==> config.mk <==
export PLATFORM = sky130hd
export DESIGN_NAME = adc_readout_sequencer
export DESIGN_NICKNAME = d
export VERILOG_FILES = /design/src/rtl/readout_pkg.sv /design/src/rtl/adc_readout_sequencer_onehot_to_index.sv /design/src/rtl/adc_readout_sequencer.sv
export SDC_FILE = /design/constraint.sdc
export NUM_CORES = 1
export LEC_CHECK = 0
export CORE_ASPECT_RATIO = 0.6
export CORE_MARGIN = 2
export CORE_UTILIZATION = 45
export CTS_CLUSTER_DIAMETER = 200
export DETAILED_ROUTE_END_ITERATION = 7
export PLACE_DENSITY = 0.77
export SLEW_MARGIN = 20
export SYNTH_ARGS = -nofsm -noshare
export SYNTH_HDL_FRONTEND = slang
export SYNTH_SLANG_ARGS = --single-unit
==> constraint.sdc <==
create_clock -name clk -period 3.3 [get_ports clk]
set_input_delay 0.66 -clock clk [delete_from_list [all_inputs] [get_ports clk]]
set_output_delay 0.66 -clock clk [all_outputs]
set_load 0.01 [all_outputs]
==> src/rtl/readout_pkg.sv <==
// Shared types and constants for the ADC readout sequencer.
package readout_pkg;

  typedef enum logic [2:0] {
    IDLE,
    HDR,
    RD,
    CAP,
    SND,
    TRL,
    DONE,
    GAP
  } state_t;

  localparam logic [3:0] HDR_TAG     = 4'hA;
  localparam logic [3:0] TRL_TAG     = 4'hE;
  localparam int         DEF_NADC    = 16;
  localparam int         DEF_NSAMPLE = 64;
  localparam int         IDX_W       = 4;

endpackage

==> src/rtl/adc_readout_sequencer_onehot_to_index.sv <==
// Lowest-set-bit encoder for the ADC select vector.
// Also flags a select that has more than one bit set.
module onehot_to_index #(
  parameter int NADC = 16,
  parameter int IDXW = 4
) (
  input  logic [NADC-1:0] vec_i,
  output logic [IDXW-1:0] idx_o,
  output logic            multi_o
);

  // Scanning downward lets the lowest set bit overwrite any higher ones.
  always_comb begin
    idx_o = '0;
    for (int i = NADC - 1; i >= 0; i--) begin
      if (vec_i[i]) begin
        idx_o = IDXW'(i);
      end
    end
  end

  assign multi_o = |(vec_i & (vec_i - {{(NADC-1){1'b0}}, 1'b1}));

endmodule

==> src/rtl/adc_readout_sequencer.sv <==
// Frames NSAMPLE buffer words per ADC as header + samples + trailer on a valid/ready stream.
// Define READOUT_CHECKSUM_EN to carry an XOR checksum of the samples in the trailer.
module adc_readout_sequencer
  import readout_pkg::*;
#(
  parameter int NADC    = DEF_NADC,
  parameter int NSAMPLE = DEF_NSAMPLE,
  parameter int DW      = 16
) (
  input  logic            clk,
  input  logic            reset_n,
  input  logic [NADC-1:0] start_read,
  output logic            rd_en,
  output logic [3:0]      rd_sel,
  input  logic [DW-1:0]   rd_data,
  output logic [DW-1:0]   tx_data,
  output logic            tx_valid,
  input  logic            tx_ready,
  output logic            one_adc_finish_read,
  output logic [7:0]      evt_cnt,
  output logic            sel_error
);

  localparam logic [7:0]       NS8      = 8'(NSAMPLE);
  localparam logic [IDX_W-1:0] LAST_IDX = IDX_W'(NADC - 1);

  state_t           state_q, state_d;
  logic [IDX_W-1:0] idx_q, idx_d;
  logic [DW-1:0]    tx_data_q, tx_data_d;
  logic [7:0]       cnt_q, cnt_d;
  logic [7:0]       evt_q, evt_d;
  logic             sel_err_q, sel_err_d;
  logic [11:0]      trailer;
  logic [IDX_W-1:0] enc_idx;
  logic             enc_multi;

  onehot_to_index #(
    .NADC (NADC),
    .IDXW (IDX_W)
  ) u_enc (
    .vec_i   (start_read),
    .idx_o   (enc_idx),
    .multi_o (enc_multi)
  );

`ifdef READOUT_CHECKSUM_EN
  logic [11:0] acc_q, acc_d;

  always_ff @(posedge clk or negedge reset_n) begin
    if (!reset_n) begin
      acc_q <= '0;
    end else begin
      acc_q <= acc_d;
    end
  end

  // The accumulator already holds every sample by the time the last one is accepted.
  always_comb begin
    acc_d = acc_q;
    if (state_q == IDLE && |start_read) begin
      acc_d = '0;
    end else if (state_q == CAP) begin
      acc_d = acc_q ^ rd_data[11:0];
    end
  end

  assign trailer = acc_q;
`else
  assign trailer = {4'h0, NS8};
`endif

  always_ff @(posedge clk or negedge reset_n) begin
    if (!reset_n) begin
      state_q   <= IDLE;
      idx_q     <= '0;
      tx_data_q <= '0;
      cnt_q     <= '0;
      evt_q     <= '0;
      sel_err_q <= 1'b0;
    end else begin
      state_q   <= state_d;
      idx_q     <= idx_d;
      tx_data_q <= tx_data_d;
      cnt_q     <= cnt_d;
      evt_q     <= evt_d;
      sel_err_q <= sel_err_d;
    end
  end

  always_comb begin
    state_d   = state_q;
    idx_d     = idx_q;
    tx_data_d = tx_data_q;
    cnt_d     = cnt_q;
    evt_d     = evt_q;
    sel_err_d = sel_err_q;

    unique case (state_q)
      IDLE: begin
        if (|start_read) begin
          idx_d     = enc_idx;
          sel_err_d = sel_err_q | enc_multi;
          cnt_d     = '0;
          tx_data_d = {HDR_TAG, enc_idx, evt_q};
          state_d   = HDR;
        end
      end
      HDR: begin
        if (tx_ready) begin
          state_d = RD;
        end
      end
      RD: begin
        state_d = CAP;
      end
      CAP: begin
        tx_data_d = rd_data;
        state_d   = SND;
      end
      SND: begin
        if (tx_ready) begin
          cnt_d = cnt_q + 8'd1;
          if (cnt_q + 8'd1 == NS8) begin
            tx_data_d = {TRL_TAG, trailer};
            state_d   = TRL;
          end else begin
            state_d = RD;
          end
        end
      end
      TRL: begin
        if (tx_ready) begin
          state_d = DONE;
        end
      end
      DONE: begin
        if (idx_q == LAST_IDX) begin
          evt_d = evt_q + 8'd1;
        end
        state_d = GAP;
      end
      // Lets the manager's shifted select settle before IDLE looks at it again.
      GAP: begin
        state_d = IDLE;
      end
      default: begin
        state_d = IDLE;
      end
    endcase
  end

  assign tx_valid            = (state_q == HDR) || (state_q == SND) || (state_q == TRL);
  assign tx_data             = tx_data_q;
  assign rd_en               = (state_q == RD);
  assign rd_sel              = idx_q;
  assign one_adc_finish_read = (state_q == DONE);
  assign evt_cnt             = evt_q;
  assign sel_error           = sel_err_q;

endmodule

**Word-level counts from Yosys, hierarchy flattened**

Cells that the tools add are included.

- Bits in writable memories: 0
- Memories: 0
- Output and inout port bits: 32
- Bits in latches: 0
- Bits in read-only memories: 0
- Input bits: 35
- Register bits after elaboration: 40

- Multipliers: 0
- Add/sub/neg operators: 3
- Shift-type cells: 0
- $lt $le $gt $ge: 0
- Reductions and logical operators: 12
- Bitwise operators: 2
- Equal/unequal tests: 14
- Multiplexer cells: 29
- Divide/modulo/power cells: 0

Operators with widths:

| cell | number |
|---|---|
| 2-to-1 mux 4 bit | 16 |
| 2-to-1 mux 16 bit | 3 |
| one-hot mux 16 bit (3 select lines) | 1 |
| OR reduction 16 bit | 2 |
| one-hot mux 3 bit (8 select lines) | 1 |
| adder 8 x 1 -> 8 bit (second input constant) | 2 |
| bitwise AND 16 bit | 1 |
| 2-to-1 mux 8 bit | 2 |
| one-hot mux 8 bit (2 select lines) | 1 |
| subtractor 16 x 1 -> 16 bit (second input constant) | 1 |
| 2-to-1 mux 3 bit | 5 |
| equality test 3 bit (second input constant) | 4 |
| != test 2 bit (second input constant) | 5 |
| equality test 8 x 7 -> 1 bit (second input constant) | 1 |
| AND reduction 4 bit | 2 |
| equality test 3 x 2 -> 1 bit (second input constant) | 2 |
| equality test 4 bit (second input constant) | 1 |
| AND reduction 2 bit | 2 |
| equality test 3 x 1 -> 1 bit (second input constant) | 1 |
| logical NOT 3 bit | 1 |
| AND reduction 3 bit | 1 |
| nonzero test 3 bit | 1 |
| logical OR 1 bit | 2 |
| nonzero test 2 bit | 1 |
| OR 1 bit | 1 |

**Longest topological paths before layout**

- Depth after elaboration: 18
- Depth in mapped cells: 8
- Mapped depth without buffers: 7

**Modules after synthesis**

A second synthesis with hierarchy kept.

- Cells, all modules: 282
- Area total of the unflattened synthesis: 2601.2 um^2

By module, submodules not included:

| module | area an instance (um^2) | instances | sequential area each (um^2) | cells each |
|---|---|---|---|---|
| adc_readout_sequencer | 2252.2 | 1 | 1001.0 | 232 |
| onehot_to_index | 349.1 | 1 | 0.0 | 50 |

**Least setup slack after synthesis**

No wires, ideal clock.

- Kind: in2reg
- Start: input start_read[0]
- End: register tx_data_q[0] (netlist: tx_data[0])
- Setup time: 0.126 ns
- Path slack: 0.974 ns
- Data arrival time: 2.200 ns
- Buffers on the path: 0
- Stages: 6
- Data required time: 3.174 ns
- Cell sequence: or4_4 nand4b_2 o221ai_4 nor2_2 a221oi_1 nor2_1

- Word-level cells in the longest chain between the ends: 3

RTL lines:

| item | line | source |
|---|---|---|
| start: declaration | adc_readout_sequencer.sv:12 | `input logic [NADC-1:0] start_read,` |
| OR reduction 16 bit | adc_readout_sequencer.sv:100 | `if (\|start_read) begin` |
| != test 2 bit (no source line) | - |  |
| AND reduction 4 bit (no source line) | - |  |
| end signal: assignment | adc_readout_sequencer.sv:83 | `tx_data_q <= tx_data_d;` |
| end: declaration | adc_readout_sequencer.sv:29 | `logic [DW-1:0] tx_data_q, tx_data_d;` |

Every way passes these cells.
A chain may end at the register's enable or synchronous reset.

**Worst setup path in the final report**

- Start: input start_read[0]
- End: register tx_data_q[3] (netlist: tx_data[3])

Same word-level chain as after synthesis.

==> run metrics <==
result of the run=complete, no violations; post-synthesis instance area=approximately 0.0022 sq mm; data arrival time at the worst-slack endpoint=3.01 ns; reg-to-reg slack, setup=between 0.7 and 0.8 ns; Max Root-Sink Buffers=2; final routed wire length divided by cell count=approximately 16 um; Floorplan Core Area=0.004683 sq mm; vias in the first global route=around 2.0k; worst min path class=in -> async; final-layout setup total negative slack=0 ns; Worst setup SP type=primary input; First DRT Iteration DRCs=94; final-report max-slew violation count=0; clock-pin slew reported for the worst setup and hold paths after clock tree synthesis=~0.080 ns; I/O Buffers=66; area used by sequential logic in the layout=0.001001 sq mm; worst slew slack as a fraction of its limit=0.4020; FILL cells=410; clock root buffer=sky130_fd_sc_hd__clkbuf_8; endpoint of the worst-slack reg-to-reg timing path=tx_data[8]$_DFFE_PN0P_; Final Cell Area=between 0.003 and 0.004 sq mm; synth unique cells=51; clock latency of the later-clocked register in the worst-skew pair=0.29 ns; ANT nets after route=0; kind of end point of the critical path=flip-flop; Synthesized Nets=roughly 290; Placed Instance Area=0.002963 sq mm; TritonCTS clock tree=yes; startpoint of the most critical setup path=start_read[0]; count of cells resized by post-cts repair=0; Max H-tree Level=2; setup repair after global routing missed its margin=false; count of warnings emitted by yosys=0; site row count=19; die extent in x=about 95 um; starting density of the core=0.4785; Vias=2213; maximum number of pins on one net before global-route repair=41; detailed-router iteration count before antenna repair=4; Primary FF master, synth=sky130_fd_sc_hd__dfrtp_1; post-synth top area cell=sky130_fd_sc_hd__dfrtp_1; commonest cells in the netlist=sky130_fd_sc_hd__dfrtp_1 (40), sky130_fd_sc_hd__nor2_1 (40), sky130_fd_sc_hd__nand2_1 (25); final worst path period need=2.827 ns; Final Wtd Congestion=0.9230; Critical Path Fanout Max=10; number of remaining DRC errors=0; diode insertion count for antenna repair=0; worst reg2reg path depth=7; synthesis-to-finish area growth=37.02%; RR Startpoint=cnt_q[0]$_DFFE_PN0P_; count of hold-fix buffers inserted at cts=0; # setup viols final=0; floorplan die area=0.005579 sq mm; wire length of the first global-routing pass=9680 um; Final Routed Wirelength=6151 um; number of post-CTS setup repair buffers=0; height of the die=58.66 um; worst-case vdd ir drop=0.3491 mV; EDFF count, synth=0; Least-Margin Pin Slew=0.8970 ns; count of endpoints failing hold in the final timing report=0; ratio of cells with drive above 1 in the final layout=0.06542; crit path kind=in -> reg; Static Leak=1.282 nW; number of max-cap violations=0; proportion of netlist area held by the largest area contributor=0.4467; average size of a mapped cell=8.928 sq um; Post-synth ARST share=1.000; layout net count=between 300 and 400; area taken by multi-input logic gates=0.001190 sq mm; placed wire-length estimate=between 4000 and 5000 um; clock sink count=40; I/O pins=67; number of antenna violations at the first check in global routing=0; number of buffers added by the clock tree synthesis step=5; synthesized instance count=251; f_max=353.7 MHz; number of storage elements in the synthesis netlist=40; Power Density=slightly below 700 mW/mm^2; top cells by area, synth=sky130_fd_sc_hd__dfrtp_1 (45%), sky130_fd_sc_hd__nor2_1 (6.7%), sky130_fd_sc_hd__o21ai_0 (4.2%); GR Util All Layers=0.2283; Clock Skews=0.009754 ns; Congestion Overflow GR=0; sum of internal, switching and leakage power=2.076 mW; Data required, critical path=3.48 ns; post-DR vias/cell=about 5.8; part of the cycle the worst path needs=0.8567; register area share after synthesis=0.4467
-- critical path, stage by stage --
cell and delay, ns:
sky130_fd_sc_hd__clkdlybuf4s50_1 0.50, sky130_fd_sc_hd__or4_4 0.59, sky130_fd_sc_hd__nand4b_2 0.28, sky130_fd_sc_hd__o221ai_4 0.38
sky130_fd_sc_hd__nor2_2 0.19, sky130_fd_sc_hd__a221oi_1 0.34, sky130_fd_sc_hd__nor2_1 0.07
-- per-stage QoR --
step	cells	setup WS (ns)	utilization	hold WS, ns
final	384	0.4729	0.6556	0.4919
after global routing	384	0.3857	0.6556	0.5169
after CTS	384	0.4785	0.6556	0.4965
after detailed placement	376	0.1727	0.6326	0.4800
after global placement	376	0.2972	0.6326	0.4751
after floorplan	251	0.9741	-	0.3644
-- power breakdown --
part / internal (mW) / total (mW) / switching [mW]
logic: 0.445 / 0.917 / 0.472
clock network: 0.224 / 0.394 / 0.169
registers: 0.630 / 0.766 / 0.136
total: 1.30 / 2.08 / 0.777
-- cell usage in the layout (no fill, tap or decap), drive strengths merged, types with 2 or more instances in the layout --
cell type,synthesis,routed
a21o,4,4
a21oi,11,11
a221oi,8,8
a31oi,2,2
and3,7,7
buf,2,4
clkbuf,5,6
clkdlybuf4s50,0,65
dfrtp,40,40
ha,2,2
inv,4,4
nand2,25,25
nand2b,4,4
nand3,16,16
nand4,4,4
nor2,41,41
nor2b,3,3
nor3,8,8
nor4,4,4
o2111ai,2,2
o211ai,2,2
o21ai,19,19
o22ai,2,2
o31ai,2,2
o32ai,2,2
or3,2,2
or3b,2,2
or4,3,3
xnor2,8,8
-- routing by layer --
layer  global-route usage  share of wire
met1               0.3498           0.49
met5                    0              0
met2               0.3310           0.44
met3              0.05250          0.065
met4              0.04762         0.0070
-- logic make-up after synthesis --
logic type / share of synthesized area
and+or+nand+nor: 0.2686
AOI/OAI and AO/OA: 0.2066
DFF: 0.4467
buffers and inverters: 0.02233
xor gates and xnor gates: 0.03518
adders and majority gates: 0.01563
muxes: 0.005025
-- flip-flops by register name, summed over array words and instances (netlist names) --
register and count:
state_q 3, cnt_q 8, evt_cnt 8, tx_data 16, sel_error 1, rd_sel 4
-- layout make-up --
type | count | share of cell area
Clock inverter | 2 | 0.01141
Sequential cell | 40 | 0.3260
Multi-Input combinational cell | 200 | 0.3875
Timing Repair Buffer | 69 | 0.2209
Clock buffer | 6 | 0.02363
Tap cell | 63 | 0.02567
Inverter | 4 | 0.004890
-- worst max path at each step --
stage | slack [ns] | end | depth (start not counted)
3_3_place_gp | 0.30 | tx_data[4]$_DFFE_PN0P_ | 7
5_1_grt | 0.39 | tx_data[3]$_DFFE_PN0P_ | 7
4_1_cts | 0.48 | tx_data[3]$_DFFE_PN0P_ | 7
3_5_place_dp | 0.17 | tx_data[3]$_DFFE_PN0P_ | 7
6_report | 0.47 | tx_data[3]$_DFFE_PN0P_ | 7
2_1_floorplan | 0.97 | tx_data[0]$_DFFE_PN0P_ | 6
(Power assumes the default switching activity.)
